### src/rtl/if_pkg.sv
// Shared types and constants for the instruction-fetch stage.
package if_pkg;

  localparam int DEF_ADDR_W = 32;
  localparam int DEF_DATA_W = 32;
  localparam int PC_STEP = 4;
  localparam logic [1:0] ALIGN_MASK = 2'b11;

  typedef enum logic [2:0] {
    IDLE  = 3'd0,
    FETCH = 3'd1,
    DRAIN = 3'd2,
    VALID = 3'd3,
    FAULT = 3'd4
  } if_state_e;

endpackage

### src/rtl/if_perf_cnt.sv
// Fetch/stall event counters for the instruction-fetch stage; both wrap at 2^32.
module if_perf_cnt (
  input  logic        clk,
  input  logic        rst_n,
  input  logic        fetch_inc,
  input  logic        stall_inc,
  output logic [31:0] perf_fetch,
  output logic [31:0] perf_stall
);

  always_ff @(posedge clk) begin
    if (!rst_n) begin
      perf_fetch <= '0;
      perf_stall <= '0;
    end else begin
      if (fetch_inc) perf_fetch <= perf_fetch + 32'd1;
      if (stall_inc) perf_stall <= perf_stall + 32'd1;
    end
  end

endmodule

### src/rtl/instr_fetch.sv
// Instruction-fetch stage: req/ack fetch from imem into an IF/ID register.
// Optional performance counters are built when IF_PERF_CNT_EN is defined.
module instr_fetch
  import if_pkg::*;
#(
  parameter int ADDR_W = DEF_ADDR_W,
  parameter int DATA_W = DEF_DATA_W
) (
  input  logic              clk,
  input  logic              rst_n,
  input  logic [ADDR_W-1:0] pc,
  output logic              pc_adv,
  output logic              imem_req,
  output logic [ADDR_W-1:0] imem_addr,
  input  logic              imem_ack,
  input  logic [DATA_W-1:0] imem_rdata,
  input  logic              flush,
  output logic              id_valid,
  input  logic              id_ready,
  output logic [DATA_W-1:0] id_instr,
  output logic [ADDR_W-1:0] id_pc,
  output logic [ADDR_W-1:0] id_pc4,
  output logic              fault
`ifdef IF_PERF_CNT_EN
  ,
  output logic [31:0]       perf_fetch,
  output logic [31:0]       perf_stall
`endif
);

  if_state_e state, state_nxt;
  logic      load_addr;
  logic      capture;

  always_comb begin
    state_nxt = state;
    load_addr = 1'b0;
    capture   = 1'b0;
    case (state)
      IDLE: begin
        if (!flush) begin
          if ((pc[1:0] & ALIGN_MASK) != 2'b00) begin
            state_nxt = FAULT;
          end else begin
            load_addr = 1'b1;
            state_nxt = FETCH;
          end
        end
      end
      FETCH: begin
        if (imem_ack) begin
          if (!flush) begin
            capture   = 1'b1;
            state_nxt = VALID;
          end else begin
            state_nxt = IDLE;
          end
        end else if (flush) begin
          state_nxt = DRAIN;
        end
      end
      // The abandoned request still owes us an ack; wait it out and drop the data.
      DRAIN: begin
        if (imem_ack) state_nxt = IDLE;
      end
      // Decode handshake: the word transfers on a cycle with id_valid & id_ready & !flush;
      // id_* hold stable while id_valid is high and id_ready is low.
      VALID: begin
        if (flush || id_ready) state_nxt = IDLE;
      end
      FAULT: state_nxt = FAULT;
      default: state_nxt = IDLE;
    endcase
  end

  assign imem_req = (state == FETCH) || (state == DRAIN);
  assign pc_adv   = capture;
  assign id_valid = (state == VALID);
  assign fault    = (state == FAULT);

  always_ff @(posedge clk) begin
    if (!rst_n) begin
      state     <= IDLE;
      imem_addr <= '0;
      id_instr  <= '0;
      id_pc     <= '0;
      id_pc4    <= '0;
    end else begin
      state <= state_nxt;
      if (load_addr) imem_addr <= pc;
      if (capture) begin
        id_instr <= imem_rdata;
        id_pc    <= imem_addr;
        id_pc4   <= imem_addr + ADDR_W'(PC_STEP);
      end
    end
  end

`ifdef IF_PERF_CNT_EN
  logic stall;

  assign stall = (((state == FETCH) || (state == DRAIN)) && !imem_ack) ||
                 ((state == VALID) && !id_ready);

  if_perf_cnt u_perf_cnt (
    .clk        (clk),
    .rst_n      (rst_n),
    .fetch_inc  (pc_adv),
    .stall_inc  (stall),
    .perf_fetch (perf_fetch),
    .perf_stall (perf_stall)
  );
`endif

endmodule
### config.mk
export PLATFORM = sky130hd
export DESIGN_NAME = instr_fetch
export DESIGN_NICKNAME = d
export VERILOG_FILES = /design/src/rtl/if_pkg.sv /design/src/rtl/if_perf_cnt.sv /design/src/rtl/instr_fetch.sv
export SDC_FILE = /design/constraint.sdc
export NUM_CORES = 1
export LEC_CHECK = 0
export CORE_MARGIN = 1
export CORE_UTILIZATION = 35
export DETAILED_ROUTE_END_ITERATION = 8
export GPL_TIMING_DRIVEN = 0
export PLACE_DENSITY = 0.66
export SLEW_MARGIN = 10
export SYNTH_ARGS = -nofsm -noshare
export SYNTH_HDL_FRONTEND = slang
export SYNTH_SLANG_ARGS = --single-unit
### constraint.sdc
create_clock -name clk -period 2.07 [get_ports clk]
set_input_delay 0.414 -clock clk [delete_from_list [all_inputs] [get_ports clk]]
set_output_delay 0.414 -clock clk [all_outputs]
set_load 0.01 [all_outputs]
# Yosys cells after proc, flatten, opt, wreduce, memory -nomap -nowiden
# Cells that the tools add are included.
# op_classes
add_sub_neg	1
eq_ne	8
muxes	14
reduce_logical	5
# ops
operator	count
32-bit by 3-bit adder with 32-bit output (second input constant)	1
3-bit two-way mux	6
3-bit one-hot mux with 5 select lines	1
3-bit by 2-bit equality test with 1-bit output (second input constant)	2
1-bit two-way mux	6
2-bit != test (second input constant)	2
4-bit AND reduction	1
3-bit by 1-bit equality test with 1-bit output (second input constant)	1
3-bit equality test (second input constant)	1
3-bit logical NOT	1
3-bit != test (second input constant)	1
1-bit logical OR	2
2-bit two-way mux	1
2-bit by 1-bit != test with 1-bit output (second input constant)	1
2-bit nonzero test	1
# totals
regBits	131
input_bits	69
out_inout_bits	132

# Logic depth before layout (Yosys ltp)
# Gate-level depths: netlist of the first run.
# depth
word_depth	4
mapped_depth	8
mapped_depth_nobuf	5

# Worst setup path before layout of the first run
# No wires, ideal clock.
# synth_path
path_kind	register to register
startpoint	reg imem_addr[23]
endpoint	reg id_pc4[28]
setup_time_ns	0.074
arrival_time_ns	1.831
required_time_ns	1.996
path_slack_ns	0.165
path_stages_with_launch	6
path_buffers	1
synth_period_minus_slack_ns	1.905
cell_sequence	dfxtp_1 -> buf_2 -> nand4_2 -> or4_4 -> or4_1 -> a31oi_1
# synth_via
elab_chain_cells	1
# synth_lines
item	line_no	rtl
start, declared	instr_fetch.sv:14	output logic [ADDR_W-1:0] imem_addr,
start signal, assigned	instr_fetch.sv:90	if (load_addr) imem_addr <= pc;
32-bit by 3-bit adder with 32-bit output	instr_fetch.sv:94	id_pc4 <= imem_addr + ADDR_W'(PC_STEP);
end signal, assigned	instr_fetch.sv:94	
end, declared	instr_fetch.sv:22	output logic [ADDR_W-1:0] id_pc4,
# No other way between the ends.
# A chain may end at the register's enable or synchronous reset.

# Worst setup path after layout of the first run
# layout_path
startpoint	reg imem_addr[7]
endpoint	reg id_pc4[21]
# Same word-level chain as after synthesis.

==> results.sh, run 1 <==
export IMPL_multiInputGateArea_mm2=0.00244
export IMPL_floorplan_io_pins=201
export IMPL_powerDensity_mw_per_mm2=801
export IMPL_dp_cells=1051
export IMPL_cts_tree="done"
export IMPL_syn_num_nets=738
export IMPL_synth_most_common_cell="sky130_fd_sc_hd__nand2_1"
export IMPL_yosysUniqueCellTypes=43
export IMPL_stdcell_count=1089
export IMPL_design_final_nets=962
export IMPL_worstSetupStartpoint="imem_addr[7]$_SDFFE_PN0P_"
export IMPL_post_route_cell_area_mm2=0.00830
export IMPL_cts_sinks=129
export IMPL_synth_async_reset_ratio_pct=0
export IMPL_synth_warning_count=0
export IMPL_depth_of_the_cts_h_tree=4
export IMPL_sequential_cell_area_mm2=0.00259
export IMPL_first_global_vias=5054
export IMPL_static_leakage_power_nw=2.86
export IMPL_start_util_pct=35.9
export IMPL_dpl_cell_area_mm2=0.00743
export IMPL_final_core_util_pct=57.1
export IMPL_grt_start_max_net_pins=17
export IMPL_synth_flop_cell="sky130_fd_sc_hd__dfxtp_1"
export IMPL_syn2layout_area_growth_pct=59.1
export IMPL_dp_slack_ns=-1.20
export IMPL_worstHoldPathType="reg2reg"
export IMPL_place_port_buffers=199
export IMPL_postRouteAntennaNets=0
export IMPL_final_routed_wire_length_divided_by_cell_count_um=15.9
export IMPL_grt_ovfl_total=0
export IMPL_power_switching_share_pct=23.8
export IMPL_antenna_found_initial=0
export IMPL_power_switching_mw=1.58
export IMPL_timing_max_transition_violations_final=0
export IMPL_clock_power_share_pct=47.6
export IMPL_final_weighted_congestion_of_routability_driven_global_placement=0.807
export IMPL_core_mm2=0.0145
export IMPL_criticalPathCategory="reg2reg"
export IMPL_core_rowCount=44
export IMPL_floorplan_die_height_um=124
export IMPL_yosys_area_top_type_share_pct=49.5
export IMPL_synth_seq_cells=129
export IMPL_post_route_drc_count=0
export IMPL_syn_area_mm2=0.00521
export IMPL_clkLatencyLatePin_ns=0.42
export IMPL_final_hold_viol_count=0
export IMPL_finalCritPeriodShare_pct=98.3
export IMPL_outcome="completed"
export IMPL_crit_path_start_kind="flop"
export IMPL_grt_first_pass_wirelength_mm=26.3
export IMPL_grt_util_all_layers_pct=22.6
export IMPL_finClkSkew_ns=0.00584
export IMPL_hp_start="id_instr[25]$_SDFFE_PN0P_"
export IMPL_setup_repair_after_global_routing_missed_its_margin="true"
export IMPL_n_antenna_cell=0
export IMPL_crit_arrival_ns=2.38
export IMPL_ys_top_cells_by_count="sky130_fd_sc_hd__nand2_1, sky130_fd_sc_hd__dfxtp_1, sky130_fd_sc_hd__a21oi_1"
export IMPL_r2r_start="imem_addr[7]$_SDFFE_PN0P_"
export IMPL_cp_required_ns=2.42
export IMPL_cap_viol_max_count=0
export IMPL_worst_ir_drop_vdd_uv=562
export IMPL_clock_tree_root_cell="sky130_fd_sc_hd__clkbuf_16"
export IMPL_setup_violations_final=0
export IMPL_sequential_power_share_pct=40.0
export IMPL_power_share_combinational_pct=12.4
export IMPL_post_synth_edffs=0
export IMPL_cts_inserted_buffers=17
export IMPL_actual_slew_at_the_worst_max_slew_pin_ns=0.570
export IMPL_synth_top_cell_by_area="sky130_fd_sc_hd__dfxtp_1"
export IMPL_cp_max_fo=7
export IMPL_drt_pre_antenna_iters=4
export IMPL_cellInternalPower_mw=5.07
export IMPL_number_of_drc_markers_after_the_initial_detailed_route_iteration=228
export IMPL_timing_setup_tns_ns=0
export IMPL_avgSynthCellArea_um2=7.80
export IMPL_clk_path_buf_depth=2
export IMPL_final_setup_worst_slack_ns=0.0350
export IMPL_nFillCells=1383
export IMPL_drive_above_1_share_pct=10.2
export IMPL_layout_min_cycle_time_ns=2.03
export IMPL_detail_route_wirelength_mm=17.4
export IMPL_syn_instance_count=668
export IMPL_max_slew_margin_pct=62.0
export IMPL_via_per_inst=4.97
export IMPL_timing_critical_path_to_type="flop"
export IMPL_synth_top_cells_by_area="sky130_fd_sc_hd__dfxtp_1, sky130_fd_sc_hd__nand2_1, sky130_fd_sc_hd__a21oi_1"
export IMPL_cts_clk_slew_worst_paths_ns=0.06
export IMPL_via_count=5413
export IMPL_die_area_mm2=0.0154
export IMPL_dp_hpwl_mm=12.4
export IMPL_yosysSeqAreaShare_pct=49.5
export IMPL_dieWidth_um=124
export IMPL_maxClockFrequency_mhz=491
==> final timing paths <==
path | endpoint | slack, ns | cells past startpoint
setup / recovery | id_pc4[21]$_SDFFE_PN0P_ | 0.04 | 5
setup reg to reg | id_pc4[21]$_SDFFE_PN0P_ | 0.04 | 5
hold / removal | id_instr[25]$_SDFFE_PN0P_ | 0.45 | 2
hold reg to reg | id_instr[25]$_SDFFE_PN0P_ | 0.45 | 2
==> stage by stage <==
step	power, mW	hold slack [ns]
global route	6.89	0.471
CTS	6.65	0.454
finish	6.64	0.453
floorplan	3.03	0.481
detailed placement	3.47	0.446
global placement	3.46	0.441
==> registers in the layout (all words and copies together), names as in the netlist <==
signal     cells
id_instr      32
id_pc         32
id_pc4        30
imem_addr     32
state          3
==> power by group through the flow <==
stage	combinational, mW	clock [mW]	sequential, mW
after floorplan	0.308	0	2.72
after global placement	0.766	0	2.70
after detailed placement	0.766	0	2.70
after CTS	0.796	3.20	2.65
after global routing	0.897	3.32	2.67
final	0.823	3.17	2.65
==> cell type report <==
cell class / count / area share (%)
sequential: 129 / 31.3
multi-input combinational: 472 / 29.4
timing repair buffer: 211 / 25.3
clock buffer: 21 / 5.55
buffer: 53 / 3.42
tap: 184 / 2.78
clock inverter: 11 / 1.93
inverter: 8 / 0.392
==> metal layers <==
metal  up-vias  share of wire, %  GRT usage, %  wire [µm]
met2       157                46          36.0       8020
met3        26               6.6          6.00       1140
met5         -                 0             0          0
met1      2500                45          29.0       7830
met4         0               2.1          8.93        368
li1       2730                 -             -          -
==> critical path, stage by stage (launching register included) <==
cell	delay (ns)
sky130_fd_sc_hd__dfxtp_1	0.50
sky130_fd_sc_hd__nand4_1	0.15
sky130_fd_sc_hd__buf_4	0.18
sky130_fd_sc_hd__or4_4	0.56
sky130_fd_sc_hd__or4_1	0.41
sky130_fd_sc_hd__a31oi_1	0.17
==> cell families (layout without fill, tap and decap cells) <==
logic type / Yosys count / count (layout) / share of synthesized area, %
simple gates: 294 / 294 / 25.4
compound gates: 162 / 162 / 17.1
flops: 129 / 129 / 49.5
buf+inv: 67 / 304 / 5.18
xor+xnor: 14 / 14 / 2.35
fa+ha+maj: 1 / 1 / 0.240
mux: 1 / 1 / 0.216
==> cells in the final DEF, fill, tap and decap left out, types with 3 or more instances in the layout <==
master and instances:
sky130_fd_sc_hd__inv_1 6, sky130_fd_sc_hd__o31ai_1 4, sky130_fd_sc_hd__clkbuf_16 18, sky130_fd_sc_hd__a211oi_1 14, sky130_fd_sc_hd__bufinv_16 4, sky130_fd_sc_hd__xor2_1 8, sky130_fd_sc_hd__nor2_1 13, sky130_fd_sc_hd__nor3_1 16
sky130_fd_sc_hd__buf_4 14, sky130_fd_sc_hd__nand3_1 10, sky130_fd_sc_hd__nor4_1 3, sky130_fd_sc_hd__and3_1 4, sky130_fd_sc_hd__or4_1 4, sky130_fd_sc_hd__dfxtp_2 8, sky130_fd_sc_hd__and4_1 9, sky130_fd_sc_hd__buf_2 4
sky130_fd_sc_hd__clkbuf_2 9, sky130_fd_sc_hd__dlygate4sd2_1 4, sky130_fd_sc_hd__dfxtp_1 121, sky130_fd_sc_hd__nand4_1 13, sky130_fd_sc_hd__or4_4 3, sky130_fd_sc_hd__xnor2_1 6, sky130_fd_sc_hd__nand2_1 200, sky130_fd_sc_hd__clkdlybuf4s50_1 194
sky130_fd_sc_hd__clkbuf_4 3, sky130_fd_sc_hd__a21oi_1 105, sky130_fd_sc_hd__a31oi_1 6, sky130_fd_sc_hd__clkbuf_1 32, sky130_fd_sc_hd__o21ai_0 24, sky130_fd_sc_hd__clkinv_2 5
==> repair_timing <==
| item | 4_1_cts | 5_1_grt |
|---|---|---|
| hold buffers | 0 | 0 |
| pin swaps | 3 | 2 |
| setup endpoints to repair | 119 | 61 |
| cloned | 0 | 1 |
| setup buffers | 5 | 6 |
| gates resized for setup | 44 | 25 |
No activity file was read; power rests on OpenSTA's default activity.
==> run 2, diff against run 1 <==
CTS_BUF_LIST = sky130_fd_sc_hd__clkbuf_8   (was default)
HOLD_SLACK_MARGIN = 0.15   (was default)
==> results.sh, run 2 (synthesis results as in run 1) <==
export IMPL_floorplan_io_pins=201
export IMPL_cp_required_ns=2.44
export IMPL_path_buf_inv=0
export IMPL_powerDensity_mw_per_mm2=719
export IMPL_post_route_drc_count=0
export IMPL_number_of_drc_markers_after_the_initial_detailed_route_iteration=257
export IMPL_grt_util_all_layers_pct=22.5
export IMPL_finClkSkew_ns=0.0158
export IMPL_depth_of_the_cts_h_tree=4
export IMPL_layout_common_cells="sky130_fd_sc_hd__nand2_1, sky130_fd_sc_hd__clkdlybuf4s50_1, sky130_fd_sc_hd__dfxtp_1"
export IMPL_reg2reg_setup_slack_ns=0.06
export IMPL_finalCritPeriodShare_pct=97.3
export IMPL_clkLatencyLatePin_ns=0.45
export IMPL_maxClockFrequency_mhz=496
export IMPL_cap_viol_max_count=0
export IMPL_post_route_cell_area_mm2=0.00809
export IMPL_cts_sinks=129
export IMPL_worst_ir_drop_vdd_uv=458
export IMPL_final_common_cell="sky130_fd_sc_hd__nand2_1"
export IMPL_actual_slew_at_the_worst_max_slew_pin_ns=0.552
export IMPL_via_per_inst=4.96
export IMPL_floorplan_die_height_um=124
export IMPL_max_slew_margin_pct=63.2
export IMPL_core_rowCount=44
export IMPL_totalPowerFinal_mw=5.81
export IMPL_final_core_util_pct=55.6
export IMPL_hp_start="id_instr[22]$_SDFFE_PN0P_"
export IMPL_first_global_vias=5000
export IMPL_grt_util_met3_pct=6.09
export IMPL_library_cell_contributing_the_largest_single_delay_on_the_critical_path="sky130_fd_sc_hd__or4_4"
export IMPL_fin_worst_hold_slack_ns=0.455
export IMPL_clock_tree_root_cell="sky130_fd_sc_hd__clkbuf_8"
export IMPL_cts_clk_slew_worst_paths_ns=0.07
export IMPL_layout_min_cycle_time_ns=2.01
export IMPL_dp_hpwl_mm=12.4
export IMPL_rr_worst_depth=4
export IMPL_antenna_found_initial=0
export IMPL_dpl_cell_area_mm2=0.00743
export IMPL_final_hold_viol_count=0
export IMPL_grt_start_max_net_pins=17
export IMPL_criticalPathCategory="reg2reg"
export IMPL_postRouteAntennaNets=0
export IMPL_grt_first_pass_wirelength_mm=26.1
export IMPL_crit_path_start_kind="flop"
export IMPL_biggestRegsByFlops="id_instr: 32 flops, id_pc: 32 flops, imem_addr: 32 flops"
export IMPL_cts_inserted_buffers=17
export IMPL_detail_route_wirelength_mm=17.3
export IMPL_start_util_pct=35.9
export IMPL_timing_critical_path_to_type="flop"
export IMPL_dp_slack_ns=-1.20
export IMPL_place_port_buffers=199
export IMPL_cp_max_fo=8
export IMPL_drt_pre_antenna_iters=4
export IMPL_setup_violations_final=0
export IMPL_timing_max_transition_violations_final=0
export IMPL_die_area_mm2=0.0154
export IMPL_final_weighted_congestion_of_routability_driven_global_placement=0.807
export IMPL_static_leakage_power_nw=2.78
export IMPL_r2r_start="imem_addr[24]$_SDFFE_PN0P_"
export IMPL_post_cts_hold_buffer_count=0
export IMPL_drive_above_1_share_pct=10.4
export IMPL_grt_ovfl_total=0
export IMPL_cp_cell_instances="nand4_2 > or4_4 > or4_1 > a31oi_1"
export IMPL_gr_usage_met1_pct=28.9
export IMPL_outcome="completed"
export IMPL_via_count=5416
export IMPL_max_stage_delay_ns=0.57
export IMPL_design_final_nets=964
export IMPL_crit_arrival_ns=2.39
export IMPL_clk_path_buf_depth=2
export IMPL_min_delay_path_depth=2
export IMPL_hold_critical_path_endpoint="id_instr[22]$_SDFFE_PN0P_"
export IMPL_final_setup_worst_slack_ns=0.0552
export IMPL_n_antenna_cell=0
export IMPL_worstHoldPathType="reg2reg"
export IMPL_routing_usage_on_met2_pct=35.8
export IMPL_cts_tree="done"
export IMPL_final_routed_wire_length_divided_by_cell_count_um=15.8
export IMPL_r2r_end="id_pc4[28]$_SDFFE_PN0P_"
export IMPL_dieWidth_um=124
export IMPL_critical_path_top_delay_family="simple AND/OR/NAND/NOR gates"
export IMPL_syn2layout_area_growth_pct=55.1
export IMPL_global_route_peak_usage_layer="met2"
export IMPL_core_mm2=0.0145
==> run 2: tightest hold or removal path: cells and delay by family, from the launching register on <==
family          cells  cell delay, ns
compound gates      1            0.05
flops               1            0.31
simple gates        1            0.05
==> run 2: repair_timing <==
| item | CTS | global route |
|---|---|---|
| pin swaps | 2 | 2 |
| setup endpoints to repair | 119 | 74 |
| gates cloned | 0 | 0 |
| gates resized for setup | 43 | 28 |
| setup buffers | 6 | 7 |
==> run 2: report_power, final <==
group | internal (mW) | switching (mW) | leakage, nW
clock | 1.36 | 0.989 | 0.224
combinational | 0.418 | 0.400 | 1.51
sequential | 2.57 | 0.0781 | 1.05
total | 4.35 | 1.47 | 2.78
==> run 2: cell type report <==
cell class | count | area (µm²)
flip-flops and latches | 129 | 2590
clock buffers | 19 | 262
plain buffers | 54 | 282
clock inverters | 13 | 168
inverters | 8 | 30.0
multi-input cells | 472 | 2440
repair buffers | 212 | 2090
fillers | 1428 | 6450
well taps | 184 | 230
==> run 2: layer usage <==
layer	vias to the layer above	routed length (µm)
met3	16	1150
met1	2520	7640
met2	150	8250
met4	0	235
met5	-	0
li1	2730	-
==> run 2: worst max path at each step <==
stage                                     from                      end  slack [ns]  cells past startpoint
global placement                         flush                   pc_adv       -1.21                      7
floorplan           imem_addr[23]$_SDFFE_PN0P_  id_pc4[28]$_SDFFE_PN0P_        0.16                      5
finish              imem_addr[24]$_SDFFE_PN0P_  id_pc4[28]$_SDFFE_PN0P_        0.06                      4
detailed placement                       flush                   pc_adv       -1.20                      7
CTS                 imem_addr[13]$_SDFFE_PN0P_  id_pc4[31]$_SDFFE_PN0P_      -0.004                      6
global route             state[0]$_SDFFE_PN0P_                   pc_adv      -0.001                      7
==> run 2: stage by stage <==
stage | std cells | TNS [ns]
after detailed placement | 1051 | -71.00
after global placement | 1051 | -71.44
after global routing | 1091 | -0.00143
after CTS | 1087 | -0.00354
final | 1091 | 0
after floorplan | 668 | 0
==> run 3, diff against run 2 <==
--- a/config.mk
+++ b/config.mk
@@ -12,3 +12,3 @@
 export GPL_TIMING_DRIVEN = 0
-export HOLD_SLACK_MARGIN = 0.15
+export HOLD_SLACK_MARGIN = 0.03
 export PLACE_DENSITY = 0.66
--- a/constraint.sdc
+++ b/constraint.sdc
@@ -3,2 +3,2 @@
 set_output_delay 0.414 -clock clk [all_outputs]
-set_load 0.01 [all_outputs]
+set_load 0.005 [all_outputs]
==> results.sh, run 3 (synthesis results as in run 1) <==
export IMPL_detail_route_wirelength_mm=17.3
export IMPL_clock_tree_root_cell="sky130_fd_sc_hd__clkbuf_8"
export IMPL_via_per_inst=4.98
export IMPL_antenna_found_initial=0
export IMPL_cap_viol_max_count=0
export IMPL_design_final_nets=962
export IMPL_timing_max_transition_violations_final=0
export IMPL_drt_pre_antenna_iters=4
export IMPL_floorplan_io_pins=201
export IMPL_floorplan_die_height_um=124
export IMPL_core_mm2=0.0145
export IMPL_worstHoldPathType="reg2reg"
export IMPL_static_leakage_power_nw=2.81
export IMPL_place_port_buffers=199
export IMPL_setup_repair_after_global_routing_missed_its_margin="true"
export IMPL_die_area_mm2=0.0154
export IMPL_maxClockFrequency_mhz=493
export IMPL_drive_above_1_share_pct=10.5
export IMPL_fin_worst_hold_slack_ns=0.456
export IMPL_final_routed_wire_length_divided_by_cell_count_um=15.9
export IMPL_core_rowCount=44
export IMPL_dieWidth_um=124
export IMPL_dp_slack_ns=-1.16
export IMPL_biggestRegsByFlops="id_instr: 32 flops, id_pc: 32 flops, imem_addr: 32 flops"
export IMPL_finalCritPeriodShare_pct=98.0
export IMPL_finClkSkew_ns=0.0101
export IMPL_clkLatencyLatePin_ns=0.44
export IMPL_n_antenna_cell=0
export IMPL_dp_hpwl_mm=12.4
export IMPL_cp_max_fo=7
export IMPL_grt_first_pass_wirelength_mm=26.3
export IMPL_final_setup_worst_slack_ns=0.0416
export IMPL_cts_clk_slew_worst_paths_ns=0.07
export IMPL_depth_of_the_cts_h_tree=4
export IMPL_sequential_cell_area_mm2=0.00260
export IMPL_worst_ir_drop_vdd_uv=457
export IMPL_reg2reg_setup_slack_ns=0.04
export IMPL_grt_ovfl_total=0
export IMPL_clk_path_buf_depth=2
export IMPL_timing_critical_path_to_type="flop"
export IMPL_syn2layout_area_growth_pct=55.3
export IMPL_powerDensity_mw_per_mm2=713
export IMPL_crit_arrival_ns=2.39
export IMPL_final_common_cell="sky130_fd_sc_hd__nand2_1"
export IMPL_layout_common_cells="sky130_fd_sc_hd__nand2_1, sky130_fd_sc_hd__clkdlybuf4s50_1, sky130_fd_sc_hd__dfxtp_1"
export IMPL_multiInputGateArea_mm2=0.00244
export IMPL_grt_start_max_net_pins=17
export IMPL_cts_inserted_buffers=17
export IMPL_cts_sinks=129
export IMPL_final_hold_viol_count=0
export IMPL_grt_util_all_layers_pct=22.5
export IMPL_crit_path_start_kind="flop"
export IMPL_totalPowerFinal_mw=5.77
export IMPL_final_weighted_congestion_of_routability_driven_global_placement=0.807
export IMPL_timing_setup_tns_ns=0
export IMPL_setup_violations_final=0
export IMPL_nFillCells=1412
export IMPL_post_route_drc_count=0
export IMPL_via_count=5422
export IMPL_first_global_vias=5007
export IMPL_outcome="completed"
export IMPL_start_util_pct=35.9
export IMPL_cp_required_ns=2.43
export IMPL_actual_slew_at_the_worst_max_slew_pin_ns=0.554
export IMPL_max_slew_margin_pct=63.0
export IMPL_number_of_drc_markers_after_the_initial_detailed_route_iteration=282
export IMPL_post_cts_hold_buffer_count=0
export IMPL_postRouteAntennaNets=0
export IMPL_criticalPathCategory="reg2reg"
export IMPL_cts_tree="done"
export IMPL_layout_min_cycle_time_ns=2.03
==> run 3: layout make-up <==
cell class / count / share of cell area [%]
Inverter: 8 / 0.371
Timing Repair Buffer: 210 / 25.7
Multi-Input combinational cell: 472 / 30.1
Clock inverter: 13 / 2.07
Tap cell: 184 / 2.84
Clock buffer: 19 / 3.23
Sequential cell: 129 / 32.1
Buffer: 54 / 3.65
==> run 3: report_power, final <==
group          internal, mW  switching [mW]
Clock                  1.36           0.980
Combinational         0.420           0.366
Sequential             2.57          0.0784
Total                  4.35            1.42
==> run 3: timing repair <==
| item | CTS | global route |
|---|---|---|
| gates resized for setup | 47 | 28 |
| buffers inserted | 8 | 3 |
| pin swaps | 2 | 4 |
| setup endpoints to repair | 119 | 61 |
==> run 3: layer usage <==
layer	vias to the layer above	GRT usage, %	routed length (µm)
li1	2736	-	-
met1	2507	29.2	7710
met2	160	36.0	8240
met3	19	5.68	1130
met4	0	8.63	239
met5	-	0	0
==> run 3: worst paths after layout <==
path                              start                        end  cells after the start
max reg2reg  imem_addr[13]$_SDFFE_PN0P_    id_pc4[28]$_SDFFE_PN0P_                      4
max          imem_addr[13]$_SDFFE_PN0P_    id_pc4[28]$_SDFFE_PN0P_                      4
min           id_instr[23]$_SDFFE_PN0P_  id_instr[23]$_SDFFE_PN0P_                      2
min reg2reg   id_instr[23]$_SDFFE_PN0P_  id_instr[23]$_SDFFE_PN0P_                      2
==> run 3: worst max-delay path, stage by stage, from the launching register on <==
cell	delay, ns
sky130_fd_sc_hd__dfxtp_2	0.41
sky130_fd_sc_hd__nand4_1	0.24
sky130_fd_sc_hd__or4_4	0.62
sky130_fd_sc_hd__or4_1	0.51
sky130_fd_sc_hd__a31oi_1	0.17
==> run 3: stage by stage <==
step / area [µm²] / util, % / instances
floorplan: 5210 / - / 668
global placement: 7430 / 51.2 / 1051
detailed placement: 7430 / 51.2 / 1051
global route: 8100 / 55.7 / 1089
finish: 8100 / 55.7 / 1089
CTS: 8020 / 55.2 / 1089
